## config.mk

```make
export PLATFORM = sky130hd
export DESIGN_NAME = ram_access_arbiter
export DESIGN_NICKNAME = d
export VERILOG_FILES = /design/src/rtl/cpu_bus_pkg.sv /design/src/rtl/ram_arb_starve_cnt.sv /design/src/rtl/ram_access_arbiter.sv
export SDC_FILE = /design/constraint.sdc
export NUM_CORES = 1
export LEC_CHECK = 0
export CAP_MARGIN = 20
export CORE_MARGIN = 2
export CORE_UTILIZATION = 32
export DETAILED_ROUTE_END_ITERATION = 12
export PLACE_DENSITY = 0.8
export SETUP_SLACK_MARGIN = 0.3
export SYNTH_ARGS = -nofsm -noshare
export SYNTH_HDL_FRONTEND = slang
export SYNTH_HIERARCHICAL = 1
export SYNTH_SLANG_ARGS = --single-unit
export TNS_END_PERCENT = 100
```

## constraint.sdc

```tcl
create_clock -name clk -period 1.85 [get_ports clk]
set_input_delay 0.37 -clock clk [delete_from_list [all_inputs] [get_ports clk]]
set_output_delay 0.37 -clock clk [all_outputs]
set_load 0.03 [all_outputs]
```

## src/rtl/cpu_bus_pkg.sv

```systemverilog
// rtl/cpu_bus_pkg.sv - shared CPU bus types and RAM geometry
// Contents:
//   RAM_ADDR_W, RAM_DATA_W : geometry of the 128x8 CPU data RAM
//   arb_state_t            : RAM access arbiter states
package cpu_bus_pkg;

    localparam int RAM_ADDR_W = 7;
    localparam int RAM_DATA_W = 8;

    typedef enum logic [1:0] {
        ARB_IDLE  = 2'd0,
        ARB_WAIT  = 2'd1,
        ARB_FORCE = 2'd2
    } arb_state_t;

endpackage

```

## src/rtl/ram_arb_starve_cnt.sv

```systemverilog
// rtl/ram_arb_starve_cnt.sv - starvation counter for the RAM access arbiter
// Ports:
//   clk, reset : clock, synchronous active-high reset
//   clr        : return the count to zero (has priority over inc)
//   inc        : advance the count by one
//   tc         : count has reached MAX_WAIT-1
module ram_arb_starve_cnt #(
    parameter int MAX_WAIT = 8
) (
    input  logic clk,
    input  logic reset,
    input  logic clr,
    input  logic inc,
    output logic tc
);

    localparam int CNT_W = $clog2(MAX_WAIT + 1);

    logic [CNT_W-1:0] cnt_q;
    logic [CNT_W-1:0] cnt_d;

    // The arbiter never increments once tc is seen, so the count stops at
    // MAX_WAIT-1 and cannot wrap.
    always_comb begin
        cnt_d = cnt_q;
        if (clr) begin
            cnt_d = '0;
        end else if (inc) begin
            cnt_d = cnt_q + 1'b1;
        end
    end

    always_ff @(posedge clk) begin
        if (reset) begin
            cnt_q <= '0;
        end else begin
            cnt_q <= cnt_d;
        end
    end

    assign tc = (cnt_q == CNT_W'(MAX_WAIT - 1));

endmodule

```

## src/rtl/ram_access_arbiter.sv

```systemverilog
// rtl/ram_access_arbiter.sv - CPU/debug arbiter for the single-port 128x8 data RAM
// Ports:
//   clk, reset                               : clock, synchronous active-high reset
//   cpu_req/cpu_we/cpu_addr/cpu_wdata        : CPU access, CPU has priority
//   cpu_rdata, cpu_stall                     : CPU read data, forced-slot stall
//   dbg_req/dbg_we/dbg_addr/dbg_wdata        : debug access, held until dbg_gnt
//   dbg_gnt, dbg_rvalid, dbg_rdata           : grant and registered read return
//   ram_addr/ram_data/ram_en, ram_q          : RAM side (ram_q combinational)
module ram_access_arbiter
    import cpu_bus_pkg::*;
#(
    parameter int ADDR_W   = RAM_ADDR_W,
    parameter int DATA_W   = RAM_DATA_W,
    parameter int MAX_WAIT = 8
) (
    input  logic              clk,
    input  logic              reset,
    input  logic              cpu_req,
    input  logic              cpu_we,
    input  logic [ADDR_W-1:0] cpu_addr,
    input  logic [DATA_W-1:0] cpu_wdata,
    output logic [DATA_W-1:0] cpu_rdata,
    output logic              cpu_stall,
    input  logic              dbg_req,
    input  logic              dbg_we,
    input  logic [ADDR_W-1:0] dbg_addr,
    input  logic [DATA_W-1:0] dbg_wdata,
    output logic              dbg_gnt,
    output logic              dbg_rvalid,
    output logic [DATA_W-1:0] dbg_rdata,
    output logic [ADDR_W-1:0] ram_addr,
    output logic [DATA_W-1:0] ram_data,
    output logic              ram_en,
    input  logic [DATA_W-1:0] ram_q
);

    arb_state_t        state_q, state_d;
    logic              cnt_clr, cnt_inc, cnt_tc;
    logic              blocked;
    logic              in_force;
    logic              rvalid_q;
    logic [DATA_W-1:0] rdata_q;

    ram_arb_starve_cnt #(
        .MAX_WAIT (MAX_WAIT)
    ) u_starve_cnt (
        .clk   (clk),
        .reset (reset),
        .clr   (cnt_clr),
        .inc   (cnt_inc),
        .tc    (cnt_tc)
    );

    assign blocked  = dbg_req & cpu_req;
    assign in_force = (state_q == ARB_FORCE);

    always_comb begin
        state_d = state_q;
        cnt_clr = 1'b0;
        cnt_inc = 1'b0;
        unique case (state_q)
            ARB_IDLE, ARB_WAIT: begin
                if (blocked) begin
                    // Terminal count: this was the last tolerated blocked
                    // cycle, the next one is taken from the CPU.
                    if (cnt_tc) begin
                        state_d = ARB_FORCE;
                    end else begin
                        cnt_inc = 1'b1;
                        state_d = ARB_WAIT;
                    end
                end else begin
                    // Either granted in an idle CPU cycle or the requester
                    // withdrew; both end the starvation episode.
                    cnt_clr = 1'b1;
                    state_d = ARB_IDLE;
                end
            end
            ARB_FORCE: begin
                // The forced slot is spent even if dbg_req dropped.
                cnt_clr = 1'b1;
                state_d = ARB_IDLE;
            end
            default: begin
                cnt_clr = 1'b1;
                state_d = ARB_IDLE;
            end
        endcase
    end

    always_ff @(posedge clk) begin
        if (reset) begin
            state_q <= ARB_IDLE;
        end else begin
            state_q <= state_d;
        end
    end

    // Strobes are masked during reset so nothing reaches the RAM.
    assign dbg_gnt   = ~reset & dbg_req & (in_force | ~cpu_req);
    assign cpu_stall = ~reset & cpu_req & in_force;

    always_comb begin
        if (dbg_gnt) begin
            ram_addr = dbg_addr;
            ram_data = dbg_wdata;
            ram_en   = dbg_we;
        end else begin
            ram_addr = cpu_addr;
            ram_data = cpu_wdata;
            ram_en   = ~reset & cpu_we & cpu_req;
        end
    end

    assign cpu_rdata = ram_q;

    always_ff @(posedge clk) begin
        if (reset) begin
            rvalid_q <= 1'b0;
            rdata_q  <= '0;
        end else begin
            rvalid_q <= dbg_gnt & ~dbg_we;
            if (dbg_gnt & ~dbg_we) begin
                rdata_q <= ram_q;
            end
        end
    end

    assign dbg_rvalid = rvalid_q;
    assign dbg_rdata  = rdata_q;

endmodule
```

==> results.md <==
- PwrDens: between 400 and 500 nW/um2
- Max Slew Vio Count: 0
- CP arrival: 1.61 ns
- Clock buffer depth: 2
- Min cycle time layout: 1.98 ns
- Per-cell routed wire length: 16.1 um
- Post-layout util: 69.0%
- # DRC: 0
- Slew margin rel.: about four fifths
- Clk sink count: 15
- Root Driver: clkbuf_4
- Worst Setup End Kind: output pin
- Layout fillers: 198
- Max Fclk: about 510 MHz
- Vias/cell: 4.74
- DP Area: 1780 um2
- Yosys top cell area share: 31.6%
- Chip Height: roughly 58 um
- Setup crit start kind: flop
- Synth Area per Inst: 10.9 um2
- R2r setup slk: about 0.24 ns
- Syn-to-layout area delta: 102%
- Tcrit/Tclk final: 107%
- Hold Startpoint: dbg_req
- Die Area: 3420 um2
- Die W: between 50 and 60 um
- First-pass GRT wire length: 4910 um
- Family with the most delay on the worst path: buffers and inverters
- Number of synthesized flops with an enable pin: 0
- Slowest-stage cell, CP: dfxtp_1
- CP required: 1.48 ns
- Final total power: 912 uW
- Outcome: finished, violations left
- Peak VDD IR: 0.437 mV
- Final setup viols: 16
- CP Max Fanout: 8
- Clock Skew: 0.000984 ns
- Final HPWL DP: about 2500 um
- Htree depth: 1
- Sequential standard cell area: 303 um2
- Top FF cell, synth: dfxtp_1
- CP cell instances: nand2b_4 -> a21boi_4 -> buf_6 -> buf_12 -> mux2_4 -> buf_6
- Initial DRC Count: 10
- Total Routing Usage GR: 19.3%
- Syn Inst Count: 87
- Synth area leaders: dfxtp_1 32%, mux2_2 18%, mux2_4 13%, buf_4 7.9%, and2b_1 6.3%
- I/O pin cnt: 79
- RSZ-0062 raised after global routing: true
- Yosys warns: 6
- First-pass DRT Iterations: 2
- Max-cap viol count: 0
- Lkg Pwr: 0.000936 uW
- Post-Place Cells: 194
- PortBufs: 78
- Non-Filler Instances: 202
- Multi-input gate area: 633 um2
- Clock transition at path regs: 0.09 ns
- Nets: between 200 and 250
- Hold/Removal Path Class: in -> reg
- Design Area, Final: roughly 1900 um2
- Total grt overflow: 0
- Synth cell count leaders: 15 x dfxtp_1, 15 x mux2_2, 10 x buf_4, 8 x and2b_1, 8 x mux2_4
- Ant diodes: 0
- Mapped cell area: 950 um2
- Routed Wire Length: 3250 um
- Antenna-violating nets left: 0
- Share of layout cells above drive strength 1: 46.8%
- Clock Latency Late Sink: between 0.2 and 0.3 ns
- Sequential element share of the synthesized area: a little under a third
- Initial antenna violation count: 0
- Dominant cell type by area after synthesis: dfxtp_1
- Mapped Nets: approximately 130
- Most used cell, CP: buf_6
- Rows: 19
- Core Area: about 2800 um2
- Final WS setup: -0.130 ns
- Hold Vio Cnt, Final: 0
- Cell variety after synth: 27
- Largest net degree at the start of global routing: 16
- Initial Utilization: 34.1%
- GP Congestion: 0.693
- CTS buffer count: 3
- Failing checks: negative setup slack
- FF-to-FF Start: state_q[0]
- TritonCTS clock tree: yes
- WP buf/inv: 3
- Asr flop ratio synth: 0%
- Worst setup path start: state_q[0]
- Worst-margin pin slew: 0.312 ns
- Seq cells post-synth: 15
- Max incr delay on CP: 0.31 ns
- Vias: 957
- Vias in the first global route: 1000
- WS Path Type: reg -> out
## cell type report
| class | instances | share of cell area, % |
|---|---|---|
| multi-input combinational | 58 | 33.0 |
| inverter | 3 | 0.587 |
| clock buffer | 3 | 1.17 |
| tap | 31 | 2.02 |
| clock inverter | 1 | 0.261 |
| sequential | 15 | 15.8 |
| timing repair buffer | 91 | 47.2 |
## state kept, by name, indices dropped and copies added, names as in the netlist
| register | cells |
|---|---|
| dbg_rdata | 8 |
| dbg_rvalid | 1 |
| state_q | 2 |
| u_starve_cnt/cnt_q | 4 |
## power by group
group / internal (uW) / total [uW] / leakage (uW) / switching, uW
Clock: 80.3 / 190 / 0.0000177 / 109
Combinational: 221 / 387 / 0.000796 / 166
Sequential: 331 / 335 / 0.000123 / 3.55
## stage by stage
| stage | hold WS [ns] | TNS (ns) | setup WS [ns] |
|---|---|---|---|
| finish | 0.476 | -2.00 | -0.130 |
| CTS | 0.516 | -1.84 | -0.125 |
| detailed placement | 0.532 | -13.95 | -0.829 |
| floorplan | 0.487 | 0 | 0.153 |
| global placement | 0.505 | -13.31 | -0.788 |
| global route | 0.482 | -2.85 | -0.183 |
## metal layers
layer	wire length, um	track usage [%]	vias up
met1	1180	21.0	470
met2	1930	37.2	24
met5	0	0	-
li1	-	-	461
met4	12	3.65	0
met3	123	5.05	2
## worst min-delay path: stages
cell	delay (ns)
clkbuf_2	0.09
nor2b_4	0.12
and3_1	0.15
## repair_timing
action	in CTS	in global routing
pin swaps	2	0
hold buffers	0	0
setup buffers	2	0
resized for setup	136	4
cloned	1	1
endpoints found under the setup margin	39	30
## kinds of logic (layout without fill, tap and decap cells)
family / after synthesis / count (layout) / share of synthesized area (%)
adder cells (fa/ha/maj): 1 / 1 / 1.32
AO/OA/AOI/OAI: 5 / 5 / 5.53
buffers and inverters: 14 / 98 / 10.3
XOR/XNOR: 1 / 1 / 0.922
multiplexers: 25 / 25 / 32.7
AND/OR/NAND/NOR: 26 / 26 / 17.7
flip-flops: 15 / 15 / 31.6
## path summary, 6_finish.rpt
path	to	depth (start not counted)
setup / recovery	ram_addr[6]	6
hold / removal	state_q[1]	3
setup reg to reg	dbg_rdata[0]	5
hold reg to reg	u_starve_cnt/cnt_q[0]	2
## cells in the final DEF, fill, tap and decap left out, types with 2 or more instances in the layout
master	instances
dlygate4sd2_1	10
nor3b_1	2
dfxtp_1	13
nand2_1	2
and2b_1	8
dfxtp_2	2
nor2_2	2
mux2_4	23
buf_6	21
clkdlybuf4s50_1	40
clkbuf_4	3
nor2_1	2
buf_4	15
nor3_1	2
inv_1	3
Note: power is estimated with default switching activity, not from simulation.
